`src/rtl/text_pkg.sv`:
```
`default_nettype none
// ============================================================================
//  Package     : text_pkg
//  Description : Shared constants for the 100x38 character-cell text buffer:
//                geometry, address/char widths, blank glyph code, arbiter
//                state encoding and row/col -> linear address conversion.
//                Also used by the video text renderer.
//  Build macro : TEXT_ARB_ROWCOL_EN widens ADDR_W to 13 so that requesters
//                can present {row[5:0], col[6:0]} addresses.
//  Revision    : 1.0  initial release
// ============================================================================
package text_pkg;

  localparam int COLS  = 100;
  localparam int ROWS  = 38;
  localparam int CELLS = COLS * ROWS;

`ifdef TEXT_ARB_ROWCOL_EN
  localparam int ADDR_W = 13;
`else
  localparam int ADDR_W = 12;
`endif

  localparam int CHAR_W = 8;
  localparam logic [CHAR_W-1:0] BLANK_CODE = 8'd63;

  // Field widths of a {row, col} cell address
  localparam int ROW_W = 6;
  localparam int COL_W = 7;

  // Arbiter FSM encoding
  localparam logic [0:0] ST_IDLE  = 1'b0;
  localparam logic [0:0] ST_CLEAR = 1'b1;

  // row*COLS + col for COLS = 100, built as row*64 + row*32 + row*4 + col so
  // no multiplier is inferred. The 13-bit result covers the full 6/7-bit
  // field range (max 63*100 + 127 = 6427).
  function automatic logic [ROW_W+COL_W-1:0] rowcol_to_linear(
    input logic [ROW_W-1:0] row,
    input logic [COL_W-1:0] col
  );
    logic [ROW_W+COL_W-1:0] r;
    r = {{COL_W{1'b0}}, row};
    return (r << 6) + (r << 5) + (r << 2) + {{ROW_W{1'b0}}, col};
  endfunction

endpackage
`default_nettype wire

```
`src/rtl/rr_arbiter.sv`:
```
`default_nettype none
// ============================================================================
//  Module      : rr_arbiter
//  Description : N-way round-robin arbiter. The grant is combinational from
//                valid and the internal priority pointer; the pointer moves to
//                the slot after the granted one when 'advance' is pulsed.
//  Ports       : clk, reset (async, active-high)
//                valid[N]   - request vector
//                advance    - grant was consumed, rotate priority
//                grant[N]   - one-hot grant (all 0 when nothing valid)
//                grant_idx  - binary index of the granted requester
//  Revision    : 1.0  initial release
// ============================================================================
module rr_arbiter #(
  parameter int N     = 3,
  parameter int IDX_W = (N > 1) ? $clog2(N) : 1
) (
  input  logic             clk,
  input  logic             reset,
  input  logic [N-1:0]     valid,
  input  logic             advance,
  output logic [N-1:0]     grant,
  output logic [IDX_W-1:0] grant_idx
);

  logic [IDX_W-1:0] ptr;
  logic [IDX_W:0]   sum;
  logic [IDX_W-1:0] idx;
  logic             found;

  // Scan from ptr upward, wrapping modulo N; first valid slot wins.
  always_comb begin
    grant     = '0;
    grant_idx = '0;
    found     = 1'b0;
    sum       = '0;
    idx       = '0;
    for (int i = 0; i < N; i++) begin
      sum = {1'b0, ptr} + (IDX_W+1)'(i);
      if (sum >= (IDX_W+1)'(N)) begin
        sum = sum - (IDX_W+1)'(N);
      end
      idx = sum[IDX_W-1:0];
      if (!found && valid[idx]) begin
        found      = 1'b1;
        grant[idx] = 1'b1;
        grant_idx  = idx;
      end
    end
  end

  always_ff @(posedge clk or posedge reset) begin
    if (reset) begin
      ptr <= '0;
    end else if (advance) begin
      ptr <= (grant_idx == IDX_W'(N-1)) ? '0 : grant_idx + 1'b1;
    end
  end

endmodule
`default_nettype wire

```
`src/rtl/text_buffer_arbiter.sv`:
```
`default_nettype none
// ============================================================================
//  Module      : text_buffer_arbiter
//  Description : Shares the single text-buffer write port among N_REQ
//                requesters with round-robin valid/ready arbitration, and
//                provides a clear-screen sequencer that writes BLANK_CODE to
//                every cell. Writes appear one cycle after the handshake.
//  Build macro : TEXT_ARB_ROWCOL_EN - req_addr fields are {row, col} and are
//                converted to a linear address; otherwise req_addr is linear.
//  Ports       : clk, reset (async, active-high)
//                req_valid/req_ready[N_REQ]  - per-requester handshake
//                req_addr[N_REQ*ADDR_W]      - packed cell addresses
//                req_char[N_REQ*CHAR_W]      - packed character codes
//                clear_start                 - pulse: start screen clear
//                clear_busy                  - clear in progress
//                clear_done                  - pulse after the last clear write
//                mem_we/mem_addr/mem_wdata   - text buffer write port
//                oob_err                     - pulse: accepted address invalid
//  Revision    : 1.0  initial release
// ============================================================================
module text_buffer_arbiter
  import text_pkg::*;
#(
  parameter int N_REQ = 3
) (
  input  logic                    clk,
  input  logic                    reset,
  input  logic [N_REQ-1:0]        req_valid,
  output logic [N_REQ-1:0]        req_ready,
  input  logic [N_REQ*ADDR_W-1:0] req_addr,
  input  logic [N_REQ*CHAR_W-1:0] req_char,
  input  logic                    clear_start,
  output logic                    clear_busy,
  output logic                    clear_done,
  output logic                    mem_we,
  output logic [ADDR_W-1:0]       mem_addr,
  output logic [CHAR_W-1:0]       mem_wdata,
  output logic                    oob_err
);

  localparam int IDX_W = (N_REQ > 1) ? $clog2(N_REQ) : 1;
  localparam logic [ADDR_W-1:0] CLR_LAST = ADDR_W'(CELLS - 1);

  logic [0:0]        state;
  logic [ADDR_W-1:0] clr_cnt;

  logic              arb_en;
  logic [N_REQ-1:0]  arb_valid;
  logic [N_REQ-1:0]  grant;
  logic [IDX_W-1:0]  grant_idx;
  logic              hs;

  logic [ADDR_W-1:0] sel_addr;
  logic [CHAR_W-1:0] sel_char;
  logic [ADDR_W-1:0] lin_addr;
  logic              addr_oob;

  // Requests are only visible to the arbiter in IDLE when no clear is being
  // launched. Reset is included so req_ready reads 0 while reset is held.
  assign arb_en    = !reset && (state == ST_IDLE) && !clear_start;
  assign arb_valid = req_valid & {N_REQ{arb_en}};

  rr_arbiter #(
    .N     (N_REQ),
    .IDX_W (IDX_W)
  ) u_rr_arbiter (
    .clk       (clk),
    .reset     (reset),
    .valid     (arb_valid),
    .advance   (hs),
    .grant     (grant),
    .grant_idx (grant_idx)
  );

  assign req_ready = grant;
  assign hs        = |grant;

  // One-hot select of the granted requester's address and character
  always_comb begin
    sel_addr = '0;
    sel_char = '0;
    for (int i = 0; i < N_REQ; i++) begin
      if (grant[i]) begin
        sel_addr = req_addr[i*ADDR_W +: ADDR_W];
        sel_char = req_char[i*CHAR_W +: CHAR_W];
      end
    end
  end

`ifdef TEXT_ARB_ROWCOL_EN
  logic [ROW_W-1:0] sel_row;
  logic [COL_W-1:0] sel_col;

  assign sel_row  = sel_addr[ROW_W+COL_W-1:COL_W];
  assign sel_col  = sel_addr[COL_W-1:0];
  assign lin_addr = ADDR_W'(rowcol_to_linear(sel_row, sel_col));
  assign addr_oob = (sel_col >= COL_W'(COLS)) || (sel_row >= ROW_W'(ROWS));
`else
  assign lin_addr = sel_addr;
  assign addr_oob = (sel_addr >= ADDR_W'(CELLS));
`endif

  // clr_cnt always equals the address being presented on mem_addr during a
  // clear, so the terminal test and the next address come from one register.
  always_ff @(posedge clk or posedge reset) begin
    if (reset) begin
      state      <= ST_IDLE;
      clr_cnt    <= '0;
      clear_busy <= 1'b0;
      clear_done <= 1'b0;
      mem_we     <= 1'b0;
      mem_addr   <= '0;
      mem_wdata  <= '0;
      oob_err    <= 1'b0;
    end else begin
      mem_we     <= 1'b0;
      oob_err    <= 1'b0;
      clear_done <= 1'b0;
      case (state)
        ST_IDLE: begin
          if (clear_start) begin
            state      <= ST_CLEAR;
            clear_busy <= 1'b1;
            clr_cnt    <= '0;
            mem_we     <= 1'b1;
            mem_addr   <= '0;
            mem_wdata  <= BLANK_CODE;
          end else if (hs) begin
            if (addr_oob) begin
              oob_err <= 1'b1;
            end else begin
              mem_we    <= 1'b1;
              mem_addr  <= lin_addr;
              mem_wdata <= sel_char;
            end
          end
        end
        ST_CLEAR: begin
          // clear_start is deliberately ignored here
          if (clr_cnt == CLR_LAST) begin
            state      <= ST_IDLE;
            clear_busy <= 1'b0;
            clear_done <= 1'b1;
            clr_cnt    <= '0;
          end else begin
            clr_cnt   <= clr_cnt + 1'b1;
            mem_we    <= 1'b1;
            mem_addr  <= clr_cnt + 1'b1;
            mem_wdata <= BLANK_CODE;
          end
        end
        default: state <= ST_IDLE;
      endcase
    end
  end

endmodule
`default_nettype wire

```
`config.mk`:
```
export PLATFORM = sky130hd
export DESIGN_NAME = text_buffer_arbiter
export DESIGN_NICKNAME = d
export VERILOG_FILES = /design/src/rtl/text_pkg.sv /design/src/rtl/rr_arbiter.sv /design/src/rtl/text_buffer_arbiter.sv
export SDC_FILE = /design/constraint.sdc
export NUM_CORES = 1
export LEC_CHECK = 0
export CAP_MARGIN = 30
export CORE_ASPECT_RATIO = 0.7
export CORE_UTILIZATION = 25
export CTS_BUF_LIST = sky130_fd_sc_hd__clkbuf_4
export CTS_CLUSTER_SIZE = 14
export DETAILED_ROUTE_END_ITERATION = 8
export HOLD_SLACK_MARGIN = 0.03
export SYNTH_ARGS = -nofsm -noshare
export SYNTH_HDL_FRONTEND = slang
export SYNTH_SLANG_ARGS = --single-unit
```
`constraint.sdc`:
```
create_clock -name clk -period 9.6 [get_ports clk]
set_input_delay 1.92 -clock clk [delete_from_list [all_inputs] [get_ports clk]]
set_output_delay 1.92 -clock clk [all_outputs]
set_load 0.05 [all_outputs]
```
==> qor.csv, run 1 <==
stage,metric,value,unit
drt,metal3 WL,757,µm
synth,most frequent cell after synthesis,nor2_1,
power_and_ir_drop,pwr dens,139,nW/µm²
setup_path,crit path DAT,5.33,ns
setup_path,CP endpoint,req_ready[1],
synth,post-synth top area share,32.3,%
drt,Total Routed Length,10000,µm
layout,Nets,508,
layout,Non-Filler Instances,595,
layout,multi-input logic area,1870,µm²
power_and_ir_drop,Worst VDD drop,0.0671,mV
setup_path,Crit. Startpoint,clear_start,
drt,initial DRC count,175,
floorplanning,Core ar.,11700,µm²
power_and_ir_drop,sequential share of power,40.2,%
synth,largest cells by area after synthesis,"dfrtp_1 32%, nor2_1 5.1%, o21ai_0 4.6%",
synth,commonest register cell after synthesis,dfrtp_1,
status,outcome,"finished, final reports clean",
synth,Synth area leader,dfrtp_1,
setup_path,Worst Path Required,7.68,ns
sta,Final Max Slew Viols,0,
sta,# setup viols final,0,
synth,"top cells by count, synth","41 x nor2_1, 39 x dfrtp_1, 28 x nand2_1, 28 x o21ai_0, 14 x nor3_1",
setup_path,CP top delay family,buffers and inverters,
drt,Metal-1 WL,4660,µm
clock_tree,CTS tree,built,
setup_path,R2R depth,9,
sta,RSZ-0062 raised after global routing,no,
grt,grt ovf,0,
synth,Gate Count Post-Synth,358,
setup_path,worst-path cell chain,clkdlybuf4s50_1 > nor2_1 > nand2_1 > a31oi_1 > or2_1 > buf_4 > clkdlybuf4s50_1,
floorplanning,Initial Util,25.8,%
power_and_ir_drop,total power,0.572,mW
synth,Ys Warns,0,
synth,syn nets,429,
drt,drt via density,5.26,
power_and_ir_drop,Pint,0.349,mW
synth,synth unique cells,69,
sta,Final TNS setup,0,ns
sta,Fmax achieved,0.138,GHz
drt,first-pass iteration count of the detailed router,5,
layout,Ant. Diodes,0,
synth,"EDFF count, synth",0,
clock_tree,# Post-CTS Setup Buffers,0,
placement,DP HPWL,7650,µm
floorplanning,die area,12500,µm²
clock_tree,CTS max path bufs,2,
drt,WL per Instance,16.8,µm
setup_path,path length in cells of the critical path,7,
sta,relative slew slack,37.2,%
floorplanning,die width,133,µm
clock_tree,clock sink count,39,
clock_tree,CTS buffer count,5,
sta,worst-margin pin slew,0.941,ns
drt,# DRC,0,
synth,Mean Syn Cell Area,8.44,µm²
setup_path,CP Capture Type,output port,
drt,final antenna-violating net count,0,
clock_tree,post_cts resized,0,
synth,Mapped Area,3020,µm²
power_and_ir_drop,sw frac,39.1,%
job,Max-Cap Viols,0,
drt,vias,3129,
sta,skew final,0.0205,ns
layout,layout cells sized above 1,8.45,%
setup_path,CP Class,in -> out,
layout,fillers,1225,
clock_tree,"Reg clk slew, reported paths",0.13,ns
synth,Seq cells post-synth,39,
floorplanning,Die H,94.0,µm
layout,sequential cell area,976,µm²
grt,initial antenna violation count,0,
placement,IO buf count,92,
worst_hold_path,hold crit path type,reg -> reg,
grt,first-pass GRT wire length,16100,µm
setup_path,Reg-to-Reg Start,state,
placement,Cells after DPL,587,
sta,Fin. Hold Viols,0,
setup_path,CP Max Fanout,18,
power_and_ir_drop,P_leak,1.64,nW
setup_path,buffers and inverters on the worst path,3,
layout,Area Growth Syn to Fin,36.6,%
clock_tree,worst skew pair latency,0.35,ns
synth,"Seq/Total Area, Yosys",32.3,%
setup_path,cell mode on critical path,clkdlybuf4s50_1,
placement,gpl congestion,0.838,
setup_path,r2r setup slk,4.98,ns
setup_path,R2R Path End,mem_wdata[0],
power_and_ir_drop,Psw,0.224,mW
synth,ys async rst share,100,%
clock_tree,# hold bufs at CTS,0,
sta,Tmin final,7.25,ns
drt,met2 WL,4560,µm
power_and_ir_drop,Gate power share,39.9,%
floorplanning,I/O Pins,93,
setup_path,slowest cell delay on critical path,0.84,ns
grt,total track usage,16.3,%
setup_path,Startpoint Class,primary input,
grt,pin count of the biggest net entering global routing,41,
clock_tree,H-Tree Depth,2,
clock_tree,CTS root buffer,clkbuf_4,
setup_path,critical path's slowest cell,clkdlybuf4s50_1,
floorplanning,Row Count,33,
drt,Max Used Layer,met4,
grt,vias in the first global route,3004,
power_and_ir_drop,Clk network pwr share,19.9,%
sta,post-route clock period utilization,75.5,%
==> metrics by stage <==
stage | worst slack [ns] | instance area [µm²] | util, % | hold WS (ns)
after floorplan | 3.20 | 3020 | - | 0.476
after CTS | 2.39 | 4130 | 35.2 | 0.526
after global routing | 2.08 | 4130 | 35.2 | 0.543
after global placement | 2.58 | 4050 | 34.5 | 0.489
final | 2.35 | 4130 | 35.2 | 0.521
after detailed placement | 2.39 | 4050 | 34.5 | 0.495
==> placed cells by master, fill, tap and decap left out, drive strengths merged, types with 3 or more instances in the layout <==
master          n
a21oi           8
or2             4
clkbuf          5
nand2          28
o22ai           3
or3             4
xor2            6
nand3          11
a211oi          9
ha              5
a221o           9
o221a           3
o21bai          3
and3           12
a221oi          8
a31oi           6
o221ai          3
o31ai           7
clkdlybuf4s50  92
buf             5
nand2b          5
xnor2           4
a21o            5
nor4            8
mux2i           6
dfrtp          39
nor3           17
nor2           43
o21ai          30
nor2b           4
inv            11
==> state kept, by name, indices dropped and copies added, names as in the netlist <==
signal	cells
clear_done	1
state	1
mem_wdata	8
oob_err	1
mem_addr	12
clr_cnt	12
u_rr_arbiter.ptr	2
clear_busy	1
mem_we	1
==> final cells by class <==
cell class                      instances  share of cell area, %
Tap cell                              157                   4.76
Timing Repair Buffer                   97                   23.2
Clock inverter                          3                   1.06
Inverter                               11                   1.00
Multi-Input combinational cell        283                   45.4
Clock buffer                            5                  0.909
Sequential cell                        39                   23.6
==> how the worst min path moves through the flow <==
stage	start	to	slack (ns)	cells past startpoint
after global placement	mem_wdata[7]	mem_wdata[7]	0.49	1
after global routing	mem_wdata[7]	mem_wdata[7]	0.54	1
final	mem_wdata[7]	mem_wdata[7]	0.52	1
after detailed placement	mem_wdata[7]	mem_wdata[7]	0.49	1
after floorplan	clr_cnt[1]	clr_cnt[1]	0.48	2
after CTS	mem_wdata[7]	mem_wdata[7]	0.53	1
==> power groups by stage <==
stage / combinational [mW] / clock, mW / sequential [mW]
after detailed placement: 0.228 / 0 / 0.233
after floorplan: 0.0874 / 0 / 0.279
final: 0.228 / 0.114 / 0.230
after global placement: 0.223 / 0 / 0.233
after global routing: 0.246 / 0.128 / 0.236
after CTS: 0.228 / 0.118 / 0.230
==> worst register-to-register path: stages, from the launching register on <==
cell       delay, ns
dfrtp_1         0.53
nor2_1          0.76
nand2_1         0.44
a2111oi_2       0.58
or3_1           0.70
a221oi_1        0.26
nor4_2          0.42
o21bai_4        0.24
o21ai_4         0.39
mux2i_1         0.25
==> logic make-up (layout without fill, tap and decap cells) <==
logic type | count (synthesis) | after routing | share of synthesized area [%]
xor gates and xnor gates | 10 | 10 | 2.90
buffers and inverters | 36 | 116 | 5.67
muxes | 8 | 8 | 2.86
DFF | 39 | 39 | 32.3
adders and majority gates | 5 | 5 | 2.07
AOI/OAI and AO/OA | 112 | 112 | 28.8
and+or+nand+nor | 148 | 148 | 25.4
==> routing by layer <==
layer	track usage (%)	up-vias
li1	-	1503
met1	22.4	1520
met2	26.6	102
met3	3.83	4
met4	1.70	0
met5	0	-
Note: power is estimated with default switching activity, not from simulation.
==> run 2: changes to the inputs <==
Clock period 9.6 ns to 7.25 ns, I/O delays scaled along.
==> run 2 against run 1 <==
Hold slack worse by 0.0026 ns. Total power is 32% higher. Register-to-register slack lost 2.0 ns. Wire length is 2.0% higher. Non-clock buffer count grew 2. Cell area rose by 0.73%.
==> qor.csv, run 2 (same netlist as run 1, synthesis figures left out) <==
stage,metric,value,unit,change
status,outcome,"finished, final reports clean",,
grt,total track usage,16.9,%,+0.63 points
clock_tree,CTS tree,built,,
floorplanning,Core ar.,11700,µm²,unchanged
floorplanning,die area,12500,µm²,unchanged
clock_tree,post_cts resized,0,,unchanged
worst_hold_path,hold crit path type,reg -> reg,,
sta,Fin. Hold Viols,0,,unchanged
drt,first-pass iteration count of the detailed router,4,,-1
layout,largest registers,"clr_cnt (12), mem_addr (12), mem_wdata (8)",,
layout,layout cells sized above 1,8.64,%,+0.19 points
drt,# DRC,0,,unchanged
sta,Fmax achieved,0.172,GHz,
clock_tree,H-Tree Depth,2,,unchanged
clock_tree,# hold bufs at CTS,0,,unchanged
clock_tree,clock sink count,39,,unchanged
sta,RSZ-0062 raised after global routing,no,,
layout,Ant. Diodes,0,,unchanged
floorplanning,Row Count,33,,unchanged
clock_tree,# Post-CTS Setup Buffers,0,,unchanged
placement,IO buf count,92,,unchanged
grt,initial antenna violation count,0,,unchanged
layout,most frequent cells in the layout,"92 x clkdlybuf4s50_1, 41 x nor2_1, 39 x dfrtp_1",,
clock_tree,CTS max path bufs,2,,unchanged
layout,Non-Filler Instances,597,,+0.34%
grt,grt ovf,0,,unchanged
layout,fillers,1228,,+0.24%
drt,initial DRC count,196,,+12%
placement,DP HPWL,7700,µm,+0.66%
placement,gpl congestion,0.802,,-4.3%
drt,WL per Instance,17.1,µm,+1.6%
clock_tree,"Reg clk slew, reported paths",0.13,ns,about the same
drt,vias,3167,,+1.2%
setup_path,CP Capture Type,output port,,
setup_path,CP Max Fanout,22,,+4
grt,pin count of the biggest net entering global routing,40,,-2.4%
setup_path,crit path DAT,4.36,ns,-0.97 ns
setup_path,R2R depth,11,,+2
job,Max-Cap Viols,0,,unchanged
sta,post-route clock period utilization,80.2,%,
floorplanning,I/O Pins,93,,unchanged
drt,final antenna-violating net count,0,,unchanged
sta,Tmin final,5.81,ns,
placement,Cells after DPL,588,,+0.17%
power_and_ir_drop,pwr dens,182,nW/µm²,+31%
clock_tree,CTS buffer count,5,,unchanged
grt,vias in the first global route,3215,,+7.0%
power_and_ir_drop,Worst VDD drop,0.0976,mV,+46%
layout,"commonest non-fill, non-tap cell in the layout",clkdlybuf4s50_1,,
power_and_ir_drop,P_leak,1.66,nW,+1.0%
sta,skew final,0.0160,ns,-0.00448 ns
sta,Final TNS setup,0,ns,unchanged
clock_tree,worst skew pair latency,0.36,ns,about the same
floorplanning,Die H,94.0,µm,unchanged
floorplanning,Initial Util,25.8,%,unchanged
setup_path,Worst Path Required,5.80,ns,-1.88 ns
drt,Total Routed Length,10200,µm,+2.0%
setup_path,CP Class,in -> out,,
sta,relative slew slack,51.4,%,+14 points
grt,first-pass GRT wire length,16500,µm,+2.5%
sta,worst-margin pin slew,0.729,ns,-0.213 ns
layout,Nets,510,,+0.39%
worst_hold_path,Hold Path Stages,1,,unchanged
sta,Final Max Slew Viols,0,,unchanged
layout,Area Growth Syn to Fin,37.6,%,
sta,# setup viols final,0,,unchanged
clock_tree,CTS root buffer,clkbuf_4,,
setup_path,Startpoint Class,primary input,,
floorplanning,die width,133,µm,unchanged
drt,drt via density,5.30,,+0.88%
[run 2: changes by cell type in the layout (fill, tap and decap cells not counted)]
cell and delta:
clkinv_4 -1, buf_4 +1, buf_16 +1, clkinv_1 +1
[run 2: area by class of cell]
cell class,instances,area (µm²),share of cell area [%]
clock buffers,5,37.5,0.903
clock inverters,3,38.8,0.933
inverters,11,41.3,0.993
multi-input cells,283,1870,45.1
flip-flops and latches,39,976,23.5
well taps,157,196,4.72
repair buffers,99,993,23.9
[run 2: path summary, 6_finish.rpt]
check	to	start	slack, ns
setup reg to reg	mem_addr[0]	u_rr_arbiter.ptr[0]	2.94
hold / removal	mem_wdata[6]	mem_wdata[6]	0.52
setup / recovery	req_ready[2]	req_valid[2]	1.44
hold reg to reg	mem_wdata[6]	mem_wdata[6]	0.52
min in group asynchronous	clear_busy	reset	1.61
max in group asynchronous	state	reset	5.27
[run 2: critical path: stages]
cell	delay [ns]
clkdlybuf4s50_1	0.57
mux2_4	0.35
a2bb2oi_1	0.19
o221ai_1	0.30
nand2_1	0.09
buf_4	0.25
inv_2	0.29
clkdlybuf4s50_1	0.87
[run 2: report_power, final]
part / switching [mW] / internal, mW / total, mW / leakage [nW]
sequential: 0.0435 / 0.259 / 0.303 / 0.457
combinational: 0.173 / 0.130 / 0.303 / 1.16
clock: 0.0790 / 0.0710 / 0.150 / 0.0426
[run 2: stage by stage]
step           power [mW]  util [%]  hold WS, ns  setup slack (ns)  cell area [µm²]
2_1_floorplan       0.485         -        0.476              1.79             3020
4_1_cts             0.761      35.2        0.525              1.45             4130
5_1_grt             0.802      35.5        0.543              1.27             4160
6_report            0.755      35.5        0.518              1.44             4160
3_3_place_gp        0.603      34.6        0.489              1.49             4050
3_5_place_dp        0.609      34.6        0.496              1.46             4050
[run 2: per-layer routing]
| layer | vias up | GRT usage (%) | routed length, µm |
|---|---|---|---|
| li1 | 1507 | - | - |
| met1 | 1531 | 22.4 | 4730 |
| met2 | 115 | 27.4 | 4600 |
| met3 | 14 | 3.78 | 711 |
| met4 | 0 | 5.02 | 168 |
| met5 | - | 0 | 0 |
